**src/rtl/sort_arb_ctrl.sv**
```systemverilog
// sort_arb_ctrl: two-requester arbiter and sequencer for a shared
// sort-and-compute unit. The granted requester streams four nibbles and a
// mode. The block sorts the nibbles and returns a mode-selected signed result
// tagged with the requester id.
// Build option: define SORT_ARB_FIXED_PRIO_EN for fixed priority (req0 always
// wins). Leave it undefined for round-robin arbitration.
module sort_arb_ctrl #(
  parameter int unsigned LOAD_TIMEOUT = 32'd15
) (
  input  logic       clk,
  input  logic       rst_n,
  input  logic [1:0] req,
  output logic [1:0] gnt,
  input  logic [1:0] in_valid,
  input  logic [7:0] in_number,
  input  logic [3:0] in_mode,
  output logic       out_valid,
  output logic [5:0] out_result,
  output logic       out_id,
  output logic       out_err
);

  localparam logic [1:0] ST_IDLE = 2'd0;
  localparam logic [1:0] ST_LOAD = 2'd1;
  localparam logic [1:0] ST_CAL  = 2'd2;
  localparam logic [1:0] ST_OUT  = 2'd3;

  // The idle count that aborts the transaction if one more empty edge occurs.
  localparam logic [7:0] IDLE_LAST = 8'(LOAD_TIMEOUT - 32'd1);

  typedef logic [3:0][3:0] nib4_t;

  // Five compare-exchange stages give an ascending order s[0] <= ... <= s[3].
  function automatic nib4_t sort4(input nib4_t v);
    nib4_t      s;
    logic [3:0] t;
    s = v;
    if (s[0] > s[1]) begin t = s[0]; s[0] = s[1]; s[1] = t; end else begin end
    if (s[2] > s[3]) begin t = s[2]; s[2] = s[3]; s[3] = t; end else begin end
    if (s[0] > s[2]) begin t = s[0]; s[0] = s[2]; s[2] = t; end else begin end
    if (s[1] > s[3]) begin t = s[1]; s[1] = s[3]; s[3] = t; end else begin end
    if (s[1] > s[2]) begin t = s[1]; s[1] = s[2]; s[2] = t; end else begin end
    return s;
  endfunction

  // The result range is -15..30. Computing modulo 64 on zero-extended
  // operands therefore gives the same 6-bit two's-complement value as the
  // wider arithmetic truncated to 6 bits.
  function automatic logic [5:0] calc(input logic [1:0] mode, input nib4_t s);
    logic [5:0] r;
    case (mode)
      2'd0:    r = {2'b00, s[0]} + {2'b00, s[1]};
      2'd1:    r = {2'b00, s[1]} - {2'b00, s[0]};
      2'd2:    r = {2'b00, s[3]} - {2'b00, s[2]};
      2'd3:    r = {2'b00, s[0]} - {2'b00, s[3]};
      default: r = 6'd0;
    endcase
    return r;
  endfunction

  logic [1:0] state_q, state_d;
  logic       id_q, id_d;
  logic [1:0] cnt_q, cnt_d;
  logic [7:0] idle_q, idle_d;
  nib4_t      nib_q, nib_d;
  logic [1:0] mode_q, mode_d;
  logic [1:0] gnt_q, gnt_d;
  logic       valid_q, valid_d;
  logic [5:0] result_q, result_d;
  logic       oid_q, oid_d;
  logic       err_q, err_d;

  logic       winner_s;
  logic       accept_s;
  logic [3:0] num_s;
  logic [1:0] mode_s;

`ifdef SORT_ARB_FIXED_PRIO_EN
  // Fixed priority: req0 beats req1 whenever both are asking.
  always_comb begin
    if (req[0]) begin
      winner_s = 1'b0;
    end else begin
      winner_s = 1'b1;
    end
  end
`else
  logic last_q;

  // Round-robin: on a tie, the requester not served last wins.
  always_comb begin
    if (req == 2'b11) begin
      winner_s = ~last_q;
    end else if (req[0]) begin
      winner_s = 1'b0;
    end else begin
      winner_s = 1'b1;
    end
  end

  // Remember who was granted last. The reset value of 1 hands the first tie to req0.
  always_ff @(posedge clk or negedge rst_n) begin
    if (!rst_n) begin
      last_q <= 1'b1;
    end else if ((state_q == ST_IDLE) && (req != 2'b00)) begin
      last_q <= winner_s;
    end
  end
`endif

  // Pick only the granted requester's lanes. The other requester's lanes are ignored.
  always_comb begin
    if (id_q) begin
      num_s  = in_number[7:4];
      mode_s = in_mode[3:2];
    end else begin
      num_s  = in_number[3:0];
      mode_s = in_mode[1:0];
    end
    accept_s = (state_q == ST_LOAD) && in_valid[id_q];
  end

  // Next-state and output-register logic for the IDLE/LOAD/CAL/OUT sequence.
  always_comb begin
    state_d  = state_q;
    id_d     = id_q;
    cnt_d    = cnt_q;
    idle_d   = idle_q;
    nib_d    = nib_q;
    mode_d   = mode_q;
    gnt_d    = gnt_q;
    valid_d  = 1'b0;
    result_d = 6'd0;
    oid_d    = 1'b0;
    err_d    = 1'b0;
    case (state_q)
      ST_IDLE: begin
        if (req != 2'b00) begin
          id_d    = winner_s;
          gnt_d   = winner_s ? 2'b10 : 2'b01;
          cnt_d   = 2'd0;
          idle_d  = 8'd0;
          state_d = ST_LOAD;
        end else begin
          gnt_d = 2'b00;
        end
      end
      ST_LOAD: begin
        if (accept_s) begin
          nib_d[cnt_q] = num_s;
          idle_d       = 8'd0;
          if (cnt_q == 2'd0) begin
            mode_d = mode_s;
          end else begin
            mode_d = mode_q;
          end
          if (cnt_q == 2'd3) begin
            cnt_d   = 2'd0;
            gnt_d   = 2'b00;
            state_d = ST_CAL;
          end else begin
            cnt_d = cnt_q + 2'd1;
          end
        end else if (idle_q == IDLE_LAST) begin
          // Abort: report an error result straight away.
          gnt_d   = 2'b00;
          cnt_d   = 2'd0;
          idle_d  = 8'd0;
          valid_d = 1'b1;
          err_d   = 1'b1;
          oid_d   = id_q;
          state_d = ST_OUT;
        end else begin
          idle_d = idle_q + 8'd1;
        end
      end
      ST_CAL: begin
        valid_d  = 1'b1;
        result_d = calc(mode_q, sort4(nib_q));
        oid_d    = id_q;
        state_d  = ST_OUT;
      end
      ST_OUT: begin
        state_d = ST_IDLE;
      end
      default: begin
        gnt_d   = 2'b00;
        cnt_d   = 2'd0;
        idle_d  = 8'd0;
        state_d = ST_IDLE;
      end
    endcase
  end

  // State and registered outputs. Reset discards any partially loaded data.
  always_ff @(posedge clk or negedge rst_n) begin
    if (!rst_n) begin
      state_q  <= ST_IDLE;
      id_q     <= 1'b0;
      cnt_q    <= 2'd0;
      idle_q   <= 8'd0;
      nib_q    <= '0;
      mode_q   <= 2'd0;
      gnt_q    <= 2'b00;
      valid_q  <= 1'b0;
      result_q <= 6'd0;
      oid_q    <= 1'b0;
      err_q    <= 1'b0;
    end else begin
      state_q  <= state_d;
      id_q     <= id_d;
      cnt_q    <= cnt_d;
      idle_q   <= idle_d;
      nib_q    <= nib_d;
      mode_q   <= mode_d;
      gnt_q    <= gnt_d;
      valid_q  <= valid_d;
      result_q <= result_d;
      oid_q    <= oid_d;
      err_q    <= err_d;
    end
  end

  assign gnt        = gnt_q;
  assign out_valid  = valid_q;
  assign out_result = result_q;
  assign out_id     = oid_q;
  assign out_err    = err_q;

endmodule

```
**config.mk**
```make
export PLATFORM = sky130hd
export DESIGN_NAME = sort_arb_ctrl
export DESIGN_NICKNAME = d
export VERILOG_FILES = /design/src/rtl/sort_arb_ctrl.sv
export SDC_FILE = /design/constraint.sdc
export NUM_CORES = 1
export LEC_CHECK = 0
export CAP_MARGIN = 20
export CORE_ASPECT_RATIO = 0.75
export CORE_MARGIN = 2
export CORE_UTILIZATION = 45
export CTS_BUF_LIST = sky130_fd_sc_hd__clkbuf_4
export CTS_CLUSTER_DIAMETER = 40
export DETAILED_ROUTE_END_ITERATION = 8
export DONT_BUFFER_PORTS = 1
export MAX_ROUTING_LAYER = met4
export REMOVE_ABC_BUFFERS = 1
export SLEW_MARGIN = 20
export SYNTH_ARGS = -nofsm -noshare
export SYNTH_HDL_FRONTEND = slang
export SYNTH_SLANG_ARGS = --single-unit
```
**constraint.sdc**
```tcl
create_clock -name clk -period 11.5 [get_ports clk]
set_input_delay 1.15 -clock clk [delete_from_list [all_inputs] [get_ports clk]]
set_output_delay 1.15 -clock clk [all_outputs]
set_load 0.005 [all_outputs]
```
; Word level (Yosys, flattened, before mapping)
; Cells that the tools add are included.
[word_totals]
register_bits = 43
latchBits = 0
ram_bits = 0
romBits = 0
inputBits = 18
output_inout_bits = 11
word_cells = 108
n_memories = 0
[classes]
n_addsub = 6
multipliers = 0
n_div = 0
magnitude_cmp = 8
n_eq_ne = 12
shift = 0
n_mux = 51
n_bitwise = 1
reduce_logical = 15
[ops]
columns = op, n
row1 = $mux 8, 9
row2 = $mux 4, 10
row3 = $mux 2, 13
row4 = $pmux 6 s4, 1
row5 = $gt 4x4->1, 5
row6 = $bwmux 16, 1
row7 = $pmux 8 s2, 1
row8 = $sub 4x4->5, 3
row9 = $eq 2x2->1 const B, 6
row10 = $reduce_and 3->1, 4
row11 = $mux 1, 9
row12 = $add 8x1->8 const B, 1
row13 = $demux 4 s2, 1
row14 = $eq 8x4->1 const B, 1
row15 = $pmux 2 s2, 2
row16 = $pmux 2 s4, 1
row17 = $logic_not 2->1, 3
row18 = $mux 6, 1
row19 = $ne 3x2->1 const B, 2
row20 = $reduce_and 2->1, 3
row21 = $add 4x4->5, 1
row22 = $eq 2x1->1 const B, 2
row23 = $pmux 1 s2, 2
row24 = $reduce_bool 2->1, 2
row25 = 7 further kinds, 9

; Longest topological paths before layout
; Gate-level depths: netlist of the first run.
[logic_depth]
word_depth = 12
ltp_mapped = 31
mapped_depth_nobuf = 30

; Worst setup path after synthesis of the first run
; OpenSTA, ideal clock, no wires.
[synth_timing]
path_type = flip-flop to flip-flop
startpoint = register nib_q[2] in the netlist's numbering
endpoint = register result_q[4], in the netlist out_result[4]
setup_ps = 78
arrival_time_ps = 6358
required_ps = 11422
path_slack_ps = 5064
path_stages_with_launch = 30
n_path_buf = 3
period_less_slack_ps = 6436
cell_sequence = dfrtp_1 > ha_1 > o21ai_1 > a21oi_1 > o21ai_2 > clkbuf_1 > mux2i_1 > inv_1 > ha_1 > nor2b_1 > o21a_1 > o21a_1 > o21ai_1 > buf_1 > mux2i_1 > ha_1 > nor2b_1 > o21a_1 > o21a_1 > o21ai_1 > clkbuf_1 > o2bb2ai_1 > nor3b_1 > ha_1 > inv_1 > fa_1 > a21o_1 > a2111oi_0 > o21a_1 > o21bai_1
[synth_via]
elab_chain_len = 12
word_cells_on_any_way = 22
classes_between = add/sub: 4 / order compare: 4 / mux: 14
[synth_lines]
columns = element, line_no
row1 = start: declaration, 65  ; nib4_t nib_q, nib_d;
row2 = start signal: assignment, 214  ; nib_q <= nib_d;
row3 = $gt 4x4->1, 38  ; if (s[0] > s[1]) begin t = s[0]; s[0] = s[1]; s[1] = t; end else begin end
row4 = $mux 8 *, 38
row5 = $mux 8 *, 136  ; case (state_q)
row6 = $gt 4x4->1 (on tied branches), "41, 40"
row7 = $mux 4 (on tied branches), "41, 40"
row8 = $mux 4, 136
row9 = $gt 4x4->1, 42  ; if (s[1] > s[2]) begin t = s[1]; s[1] = s[2]; s[2] = t; end else begin end
row10 = $mux 8, 42
row11 = $mux 8, 136
row12 = "$sub 4x4->5, or another cell as far along", 54  ; 2'd2: r = {2'b00, s[3]} - {2'b00, s[2]};
row13 = $pmux 6 s4 *, 51  ; case (mode)
row14 = $mux 6 *, 136
row15 = net result_d[4], 69  ; logic [5:0] result_q, result_d;
row16 = end signal: assignment, 218  ; result_q <= result_d;
row17 = end: declaration, 69
; Mark *: on every way through the listed nets, which the timed path passes. The rest lies on a longest branch. The select of a mux whose other input is x is not followed.
; A chain may end at the register's enable or synchronous reset.

; Worst setup path in the final report of the first run
[layout_timing]
startpoint = register nib_q[2] in the netlist's numbering
endpoint = register result_q[2], in the netlist out_result[2]
; Same word-level chain as after synthesis.

==> out/metrics.cfg, run 1 <==
[status]
status = complete, no violations

[die]
rows = 28
core_sq_um = 7880
io_pins = 29
die_h_microns = 81.9
die_area_sq_um = 8840
die_x_microns = 108
start_util_pct = 46.2

[cells_and_area]
diodes = 0
syn_to_final_growth_pct = 4.16
fin_nets = 469
drive_gt1_share_pct = 6.91

[worst_setup_path]
r2r-start = nib_q[2]
slowest_stage = o21ai_1
rrSetupSlack_ps = 4470
r2r_end = out_result[2]
crit_fanout = 18
cp.arrival_ps = 7300
crit_type = reg -> reg
cp-end-kind = flop
worstPathRequired_ps = 11770
max_stage_delay_ps = 670
rr_worst_depth = 26
startpoint_type = flop

[timing]
setup_slack_ps = 4470
tns_ps = 0
rsz0062_at_grt = false
fmax_ghz = 0.142
setup_violations = 0
period_needed_ps = 7030
relSlewSlack_pct = 41.9
hold_viol_final = 0
tightest_slew_ps = 866
drv_slew = 0
period_share_pct = 61.2
fin_skew_ps = 16.6

[clock_network]
cts_tree = done
htreeDepth = 2
clk_path_buf_depth = 2
holdBufCountCts = 0
path_clk_slew_ps = 140
post_cts.repair.setup_buffers = 0
cts_made_buffers = 5
cts_resized = 0
clock_latency_ps = 360
cts_root_buffer = clkbuf_4
clock-sinks = 43

[run]
drv_cap = 0

[synth]
synth_edf_count = 0
ys_ff_latch = 43
yosys_warnings = 0
yosysUniqueCellTypes = 53
ys.flop_type = dfrtp_1
postSynth.asyncResetShare_pct = 100
ys_seq_area_share_pct = 29.6
synth_area_per_cell_sq_um = 8.95
synthCells = 407
syn-cell-area_sq_um = 3640

[route]
wirelength_microns = 8010
wl_per_cell_microns = 15.7
drc = 0
drtPass1Iterations = 5
avgViaCountPerCell = 5.46
drt_iter0_drc = 169
final_antenna_net_count = 0
dr_total_vias = 2786

[global_routing]
grt_pass1_vias = 2619
grt_start_max_net_pins = 44
grt_overflow_total = 0
antenna_found_initial = 0
grt_pass1_wl_microns = 13600
grt_usage_pct = 20.5

[min_path]
min_path_type = in -> async

[placement]
io_buffers = 0
dpl_worst_slack_ps = 4210
gp_congestion = 0.829
dpl.hpwl_microns = 6420

how the worst max path moves through the flow:
stage              from       endpoint  slack, ps
6_report       nib_q[2]  out_result[2]       4470
5_1_grt        nib_q[6]  out_result[2]       3890
4_1_cts        nib_q[2]  out_result[2]       4170
3_5_place_dp   nib_q[6]  out_result[2]       4210
3_3_place_gp   nib_q[2]  out_result[2]       4400
2_1_floorplan  nib_q[2]  out_result[2]       4890
synth_stat cells, types with 8 or more instances:
| cell | count | share of area, % |
|---|---|---|
| inv_1 | 33 | 3.4 |
| clkbuf_1 | 8 | 0.82 |
| nand3_1 | 14 | 1.9 |
| dfrtp_1 | 42 | 29 |
| nand2_1 | 42 | 4.3 |
| o21a_1 | 8 | 1.6 |
| mux2i_1 | 28 | 7.7 |
| o21ai_0 | 32 | 4.4 |
| a21oi_1 | 24 | 3.3 |
| ha_1 | 43 | 15 |
| nor2_1 | 33 | 3.4 |
worst max-delay path, delay by kind of cell, from the launching register on:
kind / cells / cell delay [ps]
AOI/OAI and AO/OA: 10 / 2740
adders and majority gates: 5 / 1550
muxes: 3 / 1130
and+or+nand+nor: 5 / 770
DFF: 1 / 440
buffers and inverters: 2 / 150
xor gates and xnor gates: 1 / 150
metrics by stage:
stage	cell area, sq um	util (%)	std cells	hold WS [ps]
floorplan	3590	-	396	469
global placement	3730	47.4	502	499
detailed placement	3730	47.4	502	507
CTS	3790	48.1	510	451
global route	3790	48.1	510	439
finish	3790	48.1	510	463
sequential cells by signal, summed over array words and instances, names as in the netlist:
register,flops
state_q,2
mode_q,2
nib_q,16
last_q,1
out_id,1
out_err,1
out_valid,1
cnt_q,2
out_result,6
id_q,1
gnt,2
idle_q,8
area by class of cell:
type	instances	area, sq um
sequential	43	1080
inverter	33	124
multi-input combinational	320	2400
timing repair buffer	1	7.51
fill	761	4090
clock inverter	3	20.0
tap	105	131
clock buffer	5	37.5
routing by layer:
layer,GRT usage (%),part of all wire [%],vias to the layer above
met5,-,0,-
met3,3.97,4.2,4
met4,2.95,0.50,0
met2,28.1,41,39
li1,-,-,1424
met1,31.4,54,1319
cell usage in the layout (no fill, tap or decap), types with 6 or more instances in the layout:
master / count
dfrtp_1: 42
o21ai_0: 32
o21a_1: 8
inv_1: 33
and2_1: 6
nand2b_1: 6
nand3_1: 14
mux2i_1: 28
ha_1: 43
a21oi_1: 24
nand2_1: 42
nor2_1: 33
logic make-up after synthesis:
group	after synthesis	synth area share (%)
buf+inv	44	4.74
xor+xnor	10	2.40
fa+ha+maj	47	17.0
mux	40	12.6
flops	43	29.6
compound gates	101	18.1
simple gates	122	15.6
Power of run 1 is left out: the tool's default activity adds up to more than one toggle a clock period on the data nets, which glitch-free logic cannot reach.
==> run 2: changes to the inputs <==
- clock period: 11.5 -> 6 ns (I/O delays scaled with it)
==> out/metrics.cfg, run 2 (same netlist as run 1, synthesis figures left out) <==
[placement]
gp_congestion = 0.875  ; +5.6%
dpl.hpwl_microns = 6670  ; +3.8%
io_buffers = 0  ; unchanged

[worst_setup_path]
cp-end-kind = flop
worstPathRequired_ps = 6270  ; -5500 ps
cp.arrival_ps = 6060  ; -1240 ps
cpMostUsedCell = o21a_1
slowest_stage = dfrtp_1
startpoint_type = flop
crit_buf_inv = 4  ; +2
crit_fanout = 7  ; -11
crit_type = reg -> reg
crit_family = adder cells
max_stage_delay_ps = 460  ; -210 ps

[cells_and_area]
syn_to_final_growth_pct = 18.4
diodes = 0  ; unchanged
regMostFlops = nib_q
nFillCells = 748  ; -1.7%
largest_register_ffs = 16  ; unchanged
final_core_util_pct = 54.7  ; +6.6 points
final_common_cell = nand2_1
drive_gt1_share_pct = 21.9  ; +15 points
final_cell_mix = 42 x nand2_1, 41 x dfrtp_1, 38 x ha_1
fin_nets = 511  ; +9.0%

[clock_network]
path_clk_slew_ps = 140  ; about the same
clock-sinks = 43  ; unchanged
cts_tree = done
cts_made_buffers = 5  ; unchanged
cts_root_buffer = clkbuf_4
htreeDepth = 2  ; unchanged
clock_latency_ps = 360  ; about the same
clk_path_buf_depth = 2  ; unchanged

[global_routing]
grt_overflow_total = 0  ; unchanged
antenna_found_initial = 0  ; unchanged
grt_pass1_wl_microns = 13900  ; +2.0%
grt_usage_pct = 20.9  ; +0.40 points
grt_start_max_net_pins = 43  ; -2.3%
grt_pass1_vias = 2805  ; +7.1%

[route]
final_antenna_net_count = 0  ; unchanged
dr_total_vias = 3027  ; +8.7%
wl_per_cell_microns = 16.2  ; +3.4%
drt_iter0_drc = 214  ; +27%
drc = 0  ; unchanged
wirelength_microns = 8970  ; +12%
drtPass1Iterations = 5  ; unchanged
avgViaCountPerCell = 5.48  ; +0.38%

[status]
status = complete, no violations

[die]
start_util_pct = 46.2  ; unchanged
die_h_microns = 81.9  ; unchanged
rows = 28  ; unchanged
core_sq_um = 7880  ; unchanged
io_pins = 29  ; unchanged
die_area_sq_um = 8840  ; unchanged
die_x_microns = 108  ; unchanged

[timing]
fin_skew_ps = 14.3  ; -2.31 ps
setup_violations = 0  ; unchanged
fmax_ghz = 0.173  ; +21%
period_needed_ps = 5790  ; -1240 ps
hold_viol_final = 0  ; unchanged
relSlewSlack_pct = 60.2  ; +18 points
tightest_slew_ps = 580  ; -286 ps
period_share_pct = 96.5  ; +35 points
drv_slew = 0  ; unchanged

[run]
drv_cap = 0  ; unchanged

[min_path]
min_path_type = in -> async

run 2: cell types whose count changed in the layout (fill, tap and decap cells not counted), sizes merged:
cell,delta
buf,+42
run 2: layer usage:
layer	part of all wire, %	up-vias	wire, microns	track usage [%]
met4	0.37	0	33	2.95
met3	4.2	6	377	3.97
met1	50	1452	4460	30.3
met2	46	65	4100	30.9
li1	-	1504	-	-
met5	0	-	0	-
run 2: final cells by class:
cell class	instances	area [sq um]	share of cell area (%)
multi-input combinational	320	2570	59.6
sequential	43	1080	25.0
timing repair buffer	43	352	8.15
tap	105	131	3.05
inverter	33	124	2.87
clock buffer	5	37.5	0.870
clock inverter	3	20.0	0.464
run 2: stage by stage:
step	hold WS [ps]	TNS (ps)	std cells	instance area, sq um	worst slack, ps
floorplan	304	-2020	396	3590	-605
global placement	305	0	522	3880	115
detailed placement	305	-48.6	522	3880	-48.6
CTS	39.9	0	531	3970	51.8
global route	23.6	-207	552	4310	-74.1
finish	56.1	0	552	4310	207
run 2: path summary, 6_finish.rpt:
path / startpoint / endpoint / slack [ps] / cells past startpoint
min in group clk: req[0] / last_q / 290 / 1
hold reg to reg: idle_q[6] / idle_q[6] / 530 / 1
hold / removal: rst_n / out_result[3] / 60 / 1
max in group asynchronous: rst_n / nib_q[2] / 5710 / 1
setup / recovery: nib_q[1] / out_result[1] / 210 / 27
setup reg to reg: nib_q[1] / out_result[1] / 210 / 27
run 2: timing repair:
item	in CTS	in global routing
gates resized for setup	1	41
endpoints found under the hold margin	42	0
setup endpoints to repair	1	5
hold buffers	1	0
pin swaps	0	20
setup buffers	0	20
cloned	0	1
Power of run 2 is left out for the same reason.
